**src/rtl/arm_shift_operand_unit.sv**
```systemverilog
// ARM7TDMI operand-2 shifter front end: two-stage valid/ready pipeline.
// Stage 1 decodes the shift specifier into an effective operation and amount,
// stage 2 performs the shift and holds the result/carry for the consumer.
module arm_shift_operand_unit #(
  parameter int unsigned DATA_W = 32,  // only 32 is supported
  parameter int unsigned AMT_W  = 8
) (
  input  logic              clk,
  input  logic              rst,
  input  logic              in_valid,
  output logic              in_ready,
  input  logic [DATA_W-1:0] rm_data,
  input  logic [1:0]        shift_type,
  input  logic [AMT_W-1:0]  shift_amt,
  input  logic              imm_shift,
  input  logic              carry_in,
  output logic              out_valid,
  input  logic              out_ready,
  output logic [DATA_W-1:0] result,
  output logic              carry_out
);

  typedef enum logic [2:0] {
    OpPass,
    OpLsl,
    OpLsr,
    OpAsr,
    OpRor,
    OpRrx
  } op_e;

  // Stage 1 state
  logic              s1_valid_q;
  logic [DATA_W-1:0] s1_rm_q;
  logic              s1_cin_q;
  op_e               s1_op_q, s1_op_d;
  logic [AMT_W-1:0]  s1_amt_q, s1_amt_d;

  // Stage 2 state
  logic              s2_valid_q;
  logic [DATA_W-1:0] result_q, result_d;
  logic              carry_q, carry_d;

  logic advance;

  assign advance   = !s2_valid_q || out_ready;
  assign in_ready  = advance;
  assign out_valid = s2_valid_q;
  assign result    = result_q;
  assign carry_out = carry_q;

  // Decode the shift specifier, resolving the immediate #0 special encodings.
  always_comb begin
    logic [4:0] amt5;
    amt5     = shift_amt[4:0];
    s1_op_d  = OpPass;
    s1_amt_d = shift_amt;
    if (imm_shift) begin
      s1_amt_d = {3'b000, amt5};
      if (amt5 == 5'd0) begin
        unique case (shift_type)
          2'b00: s1_op_d = OpPass;
          2'b01: begin
            s1_op_d  = OpLsr;
            s1_amt_d = 8'd32;
          end
          2'b10: begin
            s1_op_d  = OpAsr;
            s1_amt_d = 8'd32;
          end
          default: s1_op_d = OpRrx;
        endcase
      end else begin
        unique case (shift_type)
          2'b00:   s1_op_d = OpLsl;
          2'b01:   s1_op_d = OpLsr;
          2'b10:   s1_op_d = OpAsr;
          default: s1_op_d = OpRor;
        endcase
      end
    end else if (shift_amt != 8'd0) begin
      unique case (shift_type)
        2'b00:   s1_op_d = OpLsl;
        2'b01:   s1_op_d = OpLsr;
        2'b10:   s1_op_d = OpAsr;
        default: s1_op_d = OpRor;
      endcase
    end
  end

  // Barrel shift of the stage 1 operand; extended vectors carry the shifted-out bit.
  always_comb begin
    logic [DATA_W:0]     lsl_ext;
    logic [DATA_W:0]     lsr_ext;
    logic [DATA_W:0]     asr_ext;
    logic [2*DATA_W-1:0] ror_ext;
    logic                lt32;
    logic                eq32;
    lsl_ext  = {1'b0, s1_rm_q} << s1_amt_q[4:0];
    lsr_ext  = {s1_rm_q, 1'b0} >> s1_amt_q[4:0];
    asr_ext  = $signed({s1_rm_q, 1'b0}) >>> s1_amt_q[4:0];
    ror_ext  = {s1_rm_q, s1_rm_q} >> s1_amt_q[4:0];
    lt32     = s1_amt_q < 8'd32;
    eq32     = s1_amt_q == 8'd32;
    result_d = s1_rm_q;
    carry_d  = s1_cin_q;
    unique case (s1_op_q)
      OpLsl: begin
        if (lt32) begin
          result_d = lsl_ext[DATA_W-1:0];
          carry_d  = lsl_ext[DATA_W];
        end else begin
          result_d = '0;
          carry_d  = eq32 ? s1_rm_q[0] : 1'b0;
        end
      end
      OpLsr: begin
        if (lt32) begin
          result_d = lsr_ext[DATA_W:1];
          carry_d  = lsr_ext[0];
        end else begin
          result_d = '0;
          carry_d  = eq32 ? s1_rm_q[DATA_W-1] : 1'b0;
        end
      end
      OpAsr: begin
        if (lt32) begin
          result_d = asr_ext[DATA_W:1];
          carry_d  = asr_ext[0];
        end else begin
          result_d = {DATA_W{s1_rm_q[DATA_W-1]}};
          carry_d  = s1_rm_q[DATA_W-1];
        end
      end
      OpRor: begin
        // A multiple of 32 leaves the operand intact but still updates C.
        if (s1_amt_q[4:0] == 5'd0) begin
          result_d = s1_rm_q;
          carry_d  = s1_rm_q[DATA_W-1];
        end else begin
          result_d = ror_ext[DATA_W-1:0];
          carry_d  = ror_ext[DATA_W-1];
        end
      end
      OpRrx: begin
        result_d = {s1_cin_q, s1_rm_q[DATA_W-1:1]};
        carry_d  = s1_rm_q[0];
      end
      default: begin
        result_d = s1_rm_q;
        carry_d  = s1_cin_q;
      end
    endcase
  end

  // Pipeline registers: everything holds while the output stage is blocked.
  always_ff @(posedge clk) begin
    if (rst) begin
      s1_valid_q <= 1'b0;
      s1_rm_q    <= '0;
      s1_cin_q   <= 1'b0;
      s1_op_q    <= OpPass;
      s1_amt_q   <= '0;
      s2_valid_q <= 1'b0;
      result_q   <= '0;
      carry_q    <= 1'b0;
    end else if (advance) begin
      s1_valid_q <= in_valid;
      if (in_valid) begin
        s1_rm_q  <= rm_data;
        s1_cin_q <= carry_in;
        s1_op_q  <= s1_op_d;
        s1_amt_q <= s1_amt_d;
      end
      s2_valid_q <= s1_valid_q;
      if (s1_valid_q) begin
        result_q <= result_d;
        carry_q  <= carry_d;
      end
    end
  end

endmodule

```
**config.mk**
```make
export PLATFORM = sky130hd
export DESIGN_NAME = arm_shift_operand_unit
export DESIGN_NICKNAME = d
export VERILOG_FILES = /design/src/rtl/arm_shift_operand_unit.sv
export SDC_FILE = /design/constraint.sdc
export NUM_CORES = 1
export LEC_CHECK = 0
export BUFFER_PORTS_ARGS = -buffer_cell sky130_fd_sc_hd__buf_4
export CORE_MARGIN = 2
export CORE_UTILIZATION = 50
export CTS_BUF_LIST = sky130_fd_sc_hd__clkbuf_8
export DETAILED_ROUTE_END_ITERATION = 10
export GPL_TIMING_DRIVEN = 1
export MAX_ROUTING_LAYER = met4
export PLACE_DENSITY_LB_ADDON = 0.08
export SLEW_MARGIN = 10
export SYNTH_ARGS = -nofsm -noshare
export SYNTH_HDL_FRONTEND = slang
export SYNTH_SLANG_ARGS = --single-unit
```
**constraint.sdc**
```tcl
create_clock -name clk -period 2.8 [get_ports clk]
set_input_delay 0.56 -clock clk [delete_from_list [all_inputs] [get_ports clk]]
set_output_delay 0.56 -clock clk [all_outputs]
set_load 0.01 [all_outputs]
```
==> impl_metrics.env, run 1 <==
export IMPL_ys_flop_type="dfxtp_1"
export IMPL_p_comb_frac=0.446
export IMPL_dr_pass1_iters=7
export IMPL_cp_arrival_ns=3.04
export IMPL_rrSetupSlack_ns=0.06
export IMPL_ios=83
export IMPL_gp_congestion=1.14
export IMPL_drv_cap=0
export IMPL_core_area_mm2=0.0187
export IMPL_rsz0062_at_grt="yes"
export IMPL_antenna_found_initial=0
export IMPL_slew_viol_final=0
export IMPL_grt_usage=0.478
export IMPL_syn_num_nets=1222
export IMPL_cts_buffer_depth=2
export IMPL_ys_seq_area_frac=0.166
export IMPL_yosys_warnings=0
export IMPL_port_buffers=82
export IMPL_setup_viol=0
export IMPL_finalCriticalPeriod_ns=2.74
export IMPL_cts_num_sinks=79
export IMPL_switching_share=0.414
export IMPL_routed_wl_mm=46.6
export IMPL_initial_utilization=0.508
export IMPL_relSlewSlack=0.435
export IMPL_clkLatencyLatePin_ns=0.40
export IMPL_critical_path_required_ns=3.10
export IMPL_seqPwrFrac=0.310
export IMPL_status="finished, final reports clean"
export IMPL_fin_crit_sh=0.979
export IMPL_post_dp_hpwl_mm=35.3
export IMPL_p_switching_w=0.00180
export IMPL_numCtsBuffers=9
export IMPL_placed_area_mm2=0.0112
export IMPL_fin_area_mm2=0.0114
export IMPL_cts_htree_levels=3
export IMPL_critPathSlowestCell="mux4_1"
export IMPL_rows=50
export IMPL_drtIter0Drc=1951
export IMPL_max_freq_mhz=365
export IMPL_p_total_w=0.00435
export IMPL_vias_per_cell=7.38
export IMPL_fill_cells=1656
export IMPL_synthCells=1171
export IMPL_p_leak_nw=4.37
export IMPL_synth_top_area_frac=0.166
export IMPL_cp_max_fo=21
export IMPL_wire_per_inst_um=30.3
export IMPL_synthDistinctLibCells=76
export IMPL_grt_ovfl_total=0
export IMPL_area_growth_syn_to_layout_pct=20.5
export IMPL_dp_cells=1520
export IMPL_nNetsFinal=1352
export IMPL_drc=0
export IMPL_synth_edff_count=0
export IMPL_yosys_area_top_type="dfxtp_1"
export IMPL_synth_area_leaders="dfxtp_1 (17%), mux4_2 (14%), mux2i_1 (8.3%), mux2_2 (6.4%), nand2_1 (6.2%)"
export IMPL_clk_pin_slew_ns=0.11
export IMPL_die_h_um=142
export IMPL_async_reset_ff_frac=0
export IMPL_fin_util=0.612
export IMPL_diodes=0
export IMPL_hold_viol_final=0
export IMPL_tightest_slew_ns=0.846
export IMPL_powerDensity_mw_per_mm2=380
export IMPL_postRouteAntennaNets=0
export IMPL_vdd_drop_max_mv=0.295
export IMPL_synth_area_mm2=0.00950
export IMPL_min_path_type="in2reg"
export IMPL_hold_buffers=0
export IMPL_final_cells=1540
export IMPL_yosys_register_bits=79
export IMPL_grt_max_degree=47
export IMPL_critPathLaunchType="flop"
export IMPL_cts_tree="yes"
export IMPL_syn_area_per_cell_um2=8.11
export IMPL_drive_gt1_frac=0.316
export IMPL_path_cells="buf_12 > mux4_1 > mux2_2 > mux2i_4 > nor2_1 > a2111oi_4 > a41oi_1 > a21o_1"
export IMPL_grt_pass1_wl_mm=68.8
export IMPL_finalClockSkew_ns=0.0154
export IMPL_grt_pass1_vias=10600
export IMPL_crit_type="reg2reg"
export IMPL_dieArea_mm2=0.0201
export IMPL_die_w_um=142
export IMPL_critPathMaxStageDelay_ns=0.61
export IMPL_root_buffer="clkbuf_8"
export IMPL_p_int_w=0.00255
export IMPL_setup_worst_path_end_class="flop"
export IMPL_via_count=11400
export IMPL_p_clk_frac=0.245
[critical path: cells and delay by family (launching register included)]
kind / cells / cell delay, ns
AO/OA/AOI/OAI: 3 / 0.67
multiplexers: 3 / 1.18
buffers and inverters: 1 / 0.21
AND/OR/NAND/NOR: 1 / 0.10
flip-flops: 1 / 0.48
[metal layers]
metal | global-route usage | share of wire | vias to the layer above | wire length [um]
li1 | - | - | 4734 | -
met1 | 0.619 | 0.36 | 5264 | 17000
met2 | 0.673 | 0.41 | 1098 | 18900
met3 | 0.112 | 0.15 | 267 | 6810
met4 | 0.296 | 0.083 | 0 | 3870
met5 | - | 0 | - | 0
[cells in the final DEF, fill, tap and decap left out, drive strengths merged, types with 25 or more instances in the layout]
cell    count
buf       264
nand2     158
nor2      108
a21oi      97
mux2i      80
dfxtp      79
mux4       73
o21ai      62
mux2       54
nor3       49
a221oi     28
nor4       25
[stage by stage]
step | setup slack (ns) | hold slack, ns | TNS (ns)
final | 0.0589 | 0.390 | 0
after global placement | 0.0762 | 0.426 | 0
after floorplan | 0.403 | 0.446 | 0
after detailed placement | 0.0792 | 0.431 | 0
after CTS | 0.0527 | 0.388 | 0
after global routing | -0.00922 | 0.403 | -0.00922
[final timing paths]
kind,depth (start not counted),start,to
worst max-delay path,8,s1_amt_q[1],carry_out
worst min-delay path,3,rm_data[19],s1_rm_q[19]
worst max register to register,8,s1_amt_q[1],carry_out
worst min register to register,2,result[14],result[14]
[repair_timing]
item,4_1_cts,5_1_grt
setup endpoints to repair,0,10
setup buffers,0,4
gates resized for setup,0,4
[synth_stat cells (7+ instances only)]
master and count:
and2_1 7, o21a_1 8, mux2i_1 79, buf_4 14, nor2_1 107, o21ai_0 57, nand3_1 15, a22oi_1 9
mux4_2 58, a221oi_1 28, a221o_1 13, inv_1 11, a211oi_1 20, a21oi_1 97, o211ai_1 7, nor4_1 23
buf_1 8, o22ai_1 10, buf_2 27, mux4_1 15, nand2_1 158, o221ai_1 13, nor2b_1 8, or3_1 8
clkbuf_1 88, dfxtp_1 79, mux2_2 54, nor3_1 49
[layout make-up]
class	instances	area, um^2	share of cell area
multi-input combinational	934	7160	0.625
tap	234	293	0.0256
sequential	79	1600	0.140
timing repair buffer	264	2120	0.185
inverter	13	48.8	0.00426
clock buffer	10	138	0.0120
clock inverter	6	92.6	0.00809
[logic make-up after synthesis]
logic type,after synthesis,synth area share
AND/OR/NAND/NOR,404,0.192
AO/OA/AOI/OAI,320,0.228
multiplexers,207,0.329
buffers and inverters,158,0.0810
flip-flops,79,0.166
adder cells (fa/ha/maj),3,0.00395
[registers in the layout, summed over array words and instances (netlist names)]
name,count
s1_cin_q,1
out_valid,1
s1_op_q,3
s1_amt_q,8
s1_rm_q,32
carry_out,1
s1_valid_q,1
result,32
[power groups by stage]
stage	registers [W]	clock network (W)	logic [W]
after floorplan	0.00128	0	0.00109
after global routing	0.00135	0.00110	0.00201
after CTS	0.00134	0.00107	0.00185
after detailed placement	0.00136	0	0.00184
final	0.00135	0.00106	0.00194
after global placement	0.00136	0	0.00183
Note: power is estimated with default switching activity, not from simulation.
==> run 2, diff against run 1 <==
--- a/config.mk
+++ b/config.mk
@@ -5,14 +5,16 @@
 export SDC_FILE = /design/constraint.sdc
 export NUM_CORES = 1
 export LEC_CHECK = 0
+export ABC_AREA = 1
 export BUFFER_PORTS_ARGS = -buffer_cell sky130_fd_sc_hd__buf_4
-export CORE_MARGIN = 2
+export CORE_MARGIN = 1
 export CORE_UTILIZATION = 50
 export CTS_BUF_LIST = sky130_fd_sc_hd__clkbuf_8
 export DETAILED_ROUTE_END_ITERATION = 10
 export GPL_TIMING_DRIVEN = 1
 export MAX_ROUTING_LAYER = met4
 export PLACE_DENSITY_LB_ADDON = 0.08
+export RECOVER_POWER = 25
 export SLEW_MARGIN = 10
 export SYNTH_ARGS = -nofsm -noshare
 export SYNTH_HDL_FRONTEND = slang
==> impl_metrics.env, run 2 <==
export IMPL_critical_path_required_ns=3.07
export IMPL_max_freq_mhz=381
export IMPL_ys_flop_type="dfxtp_1"
export IMPL_yosysMostFrequentCell="nand2_1"
export IMPL_gp_congestion=1.15
export IMPL_relSlewSlack=0.389
export IMPL_p_comb_frac=0.485
export IMPL_timing_rr_end="result[0]"
export IMPL_die_h_um=131
export IMPL_dr_pass1_iters=8
export IMPL_nNetsFinal=1605
export IMPL_async_reset_ff_frac=0
export IMPL_finalCriticalPeriod_ns=2.62
export IMPL_synthCells=1527
export IMPL_fill_cells=1743
export IMPL_hold_start="rm_data[25]"
export IMPL_tightest_slew_ns=0.917
export IMPL_post_dp_hpwl_mm=30.1
export IMPL_postRouteAntennaNets=0
export IMPL_drive_gt1_frac=0.106
export IMPL_setup_worst_path_end_class="flop"
export IMPL_hold_path_end="s1_rm_q[25]"
export IMPL_worstSetupStartpoint="s1_amt_q[1]"
export IMPL_numCtsBuffers=9
export IMPL_clk_pin_slew_ns=0.10
export IMPL_die_w_um=131
export IMPL_grt_usage=0.520
export IMPL_cts_htree_levels=3
export IMPL_hold_buffers=0
export IMPL_grt_max_degree=74
export IMPL_seqPwrFrac=0.318
export IMPL_clkLatencyLatePin_ns=0.39
export IMPL_routed_wl_mm=41.8
export IMPL_cts_buffer_depth=2
export IMPL_cts_num_sinks=79
export IMPL_hold_viol_final=0
export IMPL_ys_seq_area_frac=0.190
export IMPL_synthDistinctLibCells=39
export IMPL_p_int_w=0.00215
export IMPL_grt_pass1_wl_mm=61.7
export IMPL_core_area_mm2=0.0161
export IMPL_rows=46
export IMPL_rsz0062_at_grt="no"
export IMPL_dp_cells=1759
export IMPL_synth_area_mm2=0.00832
export IMPL_syn_num_nets=1578
export IMPL_antenna_found_initial=1
export IMPL_yosys_register_bits=79
export IMPL_port_buffers=82
export IMPL_area_growth_syn_to_layout_pct=9.55
export IMPL_reg2reg_depth=8
export IMPL_finalSetupTns_ns=0
export IMPL_min_path_type="in2reg"
export IMPL_grt_ovfl_total=0
export IMPL_finalClockSkew_ns=0.0141
export IMPL_synth_top_area_frac=0.230
export IMPL_status="finished, final reports clean"
export IMPL_ios=83
export IMPL_cts_tree="yes"
export IMPL_cp_arrival_ns=2.89
export IMPL_grt_pass1_vias=10100
export IMPL_rrSetupSlack_ns=0.18
export IMPL_p_clk_frac=0.196
export IMPL_drv_cap=0
export IMPL_drtIter0Drc=1794
export IMPL_crit_type="reg2reg"
export IMPL_wire_per_inst_um=23.5
export IMPL_hold_path_depth=3
export IMPL_whs_ns=0.418
export IMPL_powerDensity_mw_per_mm2=472
export IMPL_vias_per_cell=6.50
export IMPL_switching_share=0.500
export IMPL_layout_commonest_cell="nand2_1"
export IMPL_synth_area_leaders="nand3_1 (23%), nand2_1 (22%), dfxtp_1 (19%), a21oi_1 (6.6%), o21ai_0 (5.2%)"
export IMPL_fin_crit_sh=0.937
export IMPL_cts_setup_buffers=0
export IMPL_setup_viol=0
export IMPL_root_buffer="clkbuf_8"
export IMPL_drc=0
export IMPL_cp_max_fo=36
export IMPL_syn_area_per_cell_um2=5.45
export IMPL_layout_common_cells="nand2_1 (486), nand3_1 (383), a21oi_1 (110)"
export IMPL_ctsResizeCount=0
export IMPL_synth_edff_count=0
export IMPL_p_switching_w=0.00215
export IMPL_yosys_area_top_type="nand3_1"
export IMPL_synth_common_cells="nand2_1 (487), nand3_1 (383), a21oi_1 (110), o21ai_0 (87), nor2_1 (81)"
export IMPL_p_leak_nw=4.23
export IMPL_dieArea_mm2=0.0172
export IMPL_p_total_w=0.00430
export IMPL_via_count=11600
export IMPL_final_cells=1777
export IMPL_vdd_drop_max_mv=0.368
export IMPL_r2r_start="s1_amt_q[1]"
export IMPL_yosys_warnings=0
export IMPL_slew_viol_final=0
export IMPL_critPathLaunchType="flop"
export IMPL_initial_utilization=0.518
-- run 2: cell types whose count changed after synthesis, sizes merged, moves of 16 or more --
cell    before  now
nor4        25    1
inv         12   77
a211oi      20    2
mux2        54    0
a221oi      28    2
nand3       15  387
mux2i       80    0
a21oi       97  113
mux4        73    0
nand2      158  497
clkbuf      88   33
o21ai       62  112
nor3        49    6
buf         57   73
-- run 2: how the worst max path moves through the flow --
stage | endpoint | slack [ns]
after global placement | result[25] | 0.57
after global routing | result[0] | 0.11
final | result[0] | 0.18
after detailed placement | s1_op_q[0] | 0.50
after CTS | result[25] | 0.50
after floorplan | s1_amt_q[6] | 1.07
-- run 2: routing by layer --
layer  track usage  wire, um  vias to the layer above
met5             -         0                        -
met4         0.375      3560                        0
met3         0.256      6570                      232
met2         0.694     16600                      905
met1         0.596     15100                     5211
li1              -         -                     5202
-- run 2: through the flow --
step                      utilization  area, um^2  setup WS [ns]
after floorplan                     -        8320           1.07
after detailed placement        0.562        9030          0.504
final                           0.567        9110          0.176
after CTS                       0.573        9210          0.504
after global placement          0.562        9030          0.566
after global routing            0.567        9110          0.105
-- run 2: cell type report --
class	instances	area, um^2	share of cell area
multi-input cells	1264	5890	0.647
flip-flops and latches	79	1590	0.174
repair buffers	122	877	0.0963
inverters	78	298	0.0327
well taps	216	270	0.0297
clock buffers	9	124	0.0136
clock inverters	7	57.6	0.00632
diodes	2	5.00	0.000549
-- run 2: critical path, cell delays in order, from the launching register on --
cell and delay (ns):
dfxtp_2 0.35, inv_2 0.46, nand3_1 0.22, nand3_1 0.14, nand3_1 0.11, a21oi_1 0.73, o21ai_1 0.27, nand3_1 0.14
a21oi_1 0.07
-- run 2: cells by family after synthesis --
logic type / synth area share
compound gates: 0.166
fa+ha+maj: 0.00451
simple gates: 0.537
buf+inv: 0.102
flops: 0.190
-- run 2: power groups by stage --
| stage | Clock [W] | Combinational, W | Sequential (W) |
|---|---|---|---|
| 4_1_cts | 0.000849 | 0.00197 | 0.00135 |
| 5_1_grt | 0.000906 | 0.00226 | 0.00136 |
| 6_report | 0.000845 | 0.00209 | 0.00137 |
| 3_5_place_dp | 0 | 0.00196 | 0.00137 |
| 2_1_floorplan | 0 | 0.00135 | 0.00130 |
| 3_3_place_gp | 0 | 0.00195 | 0.00137 |
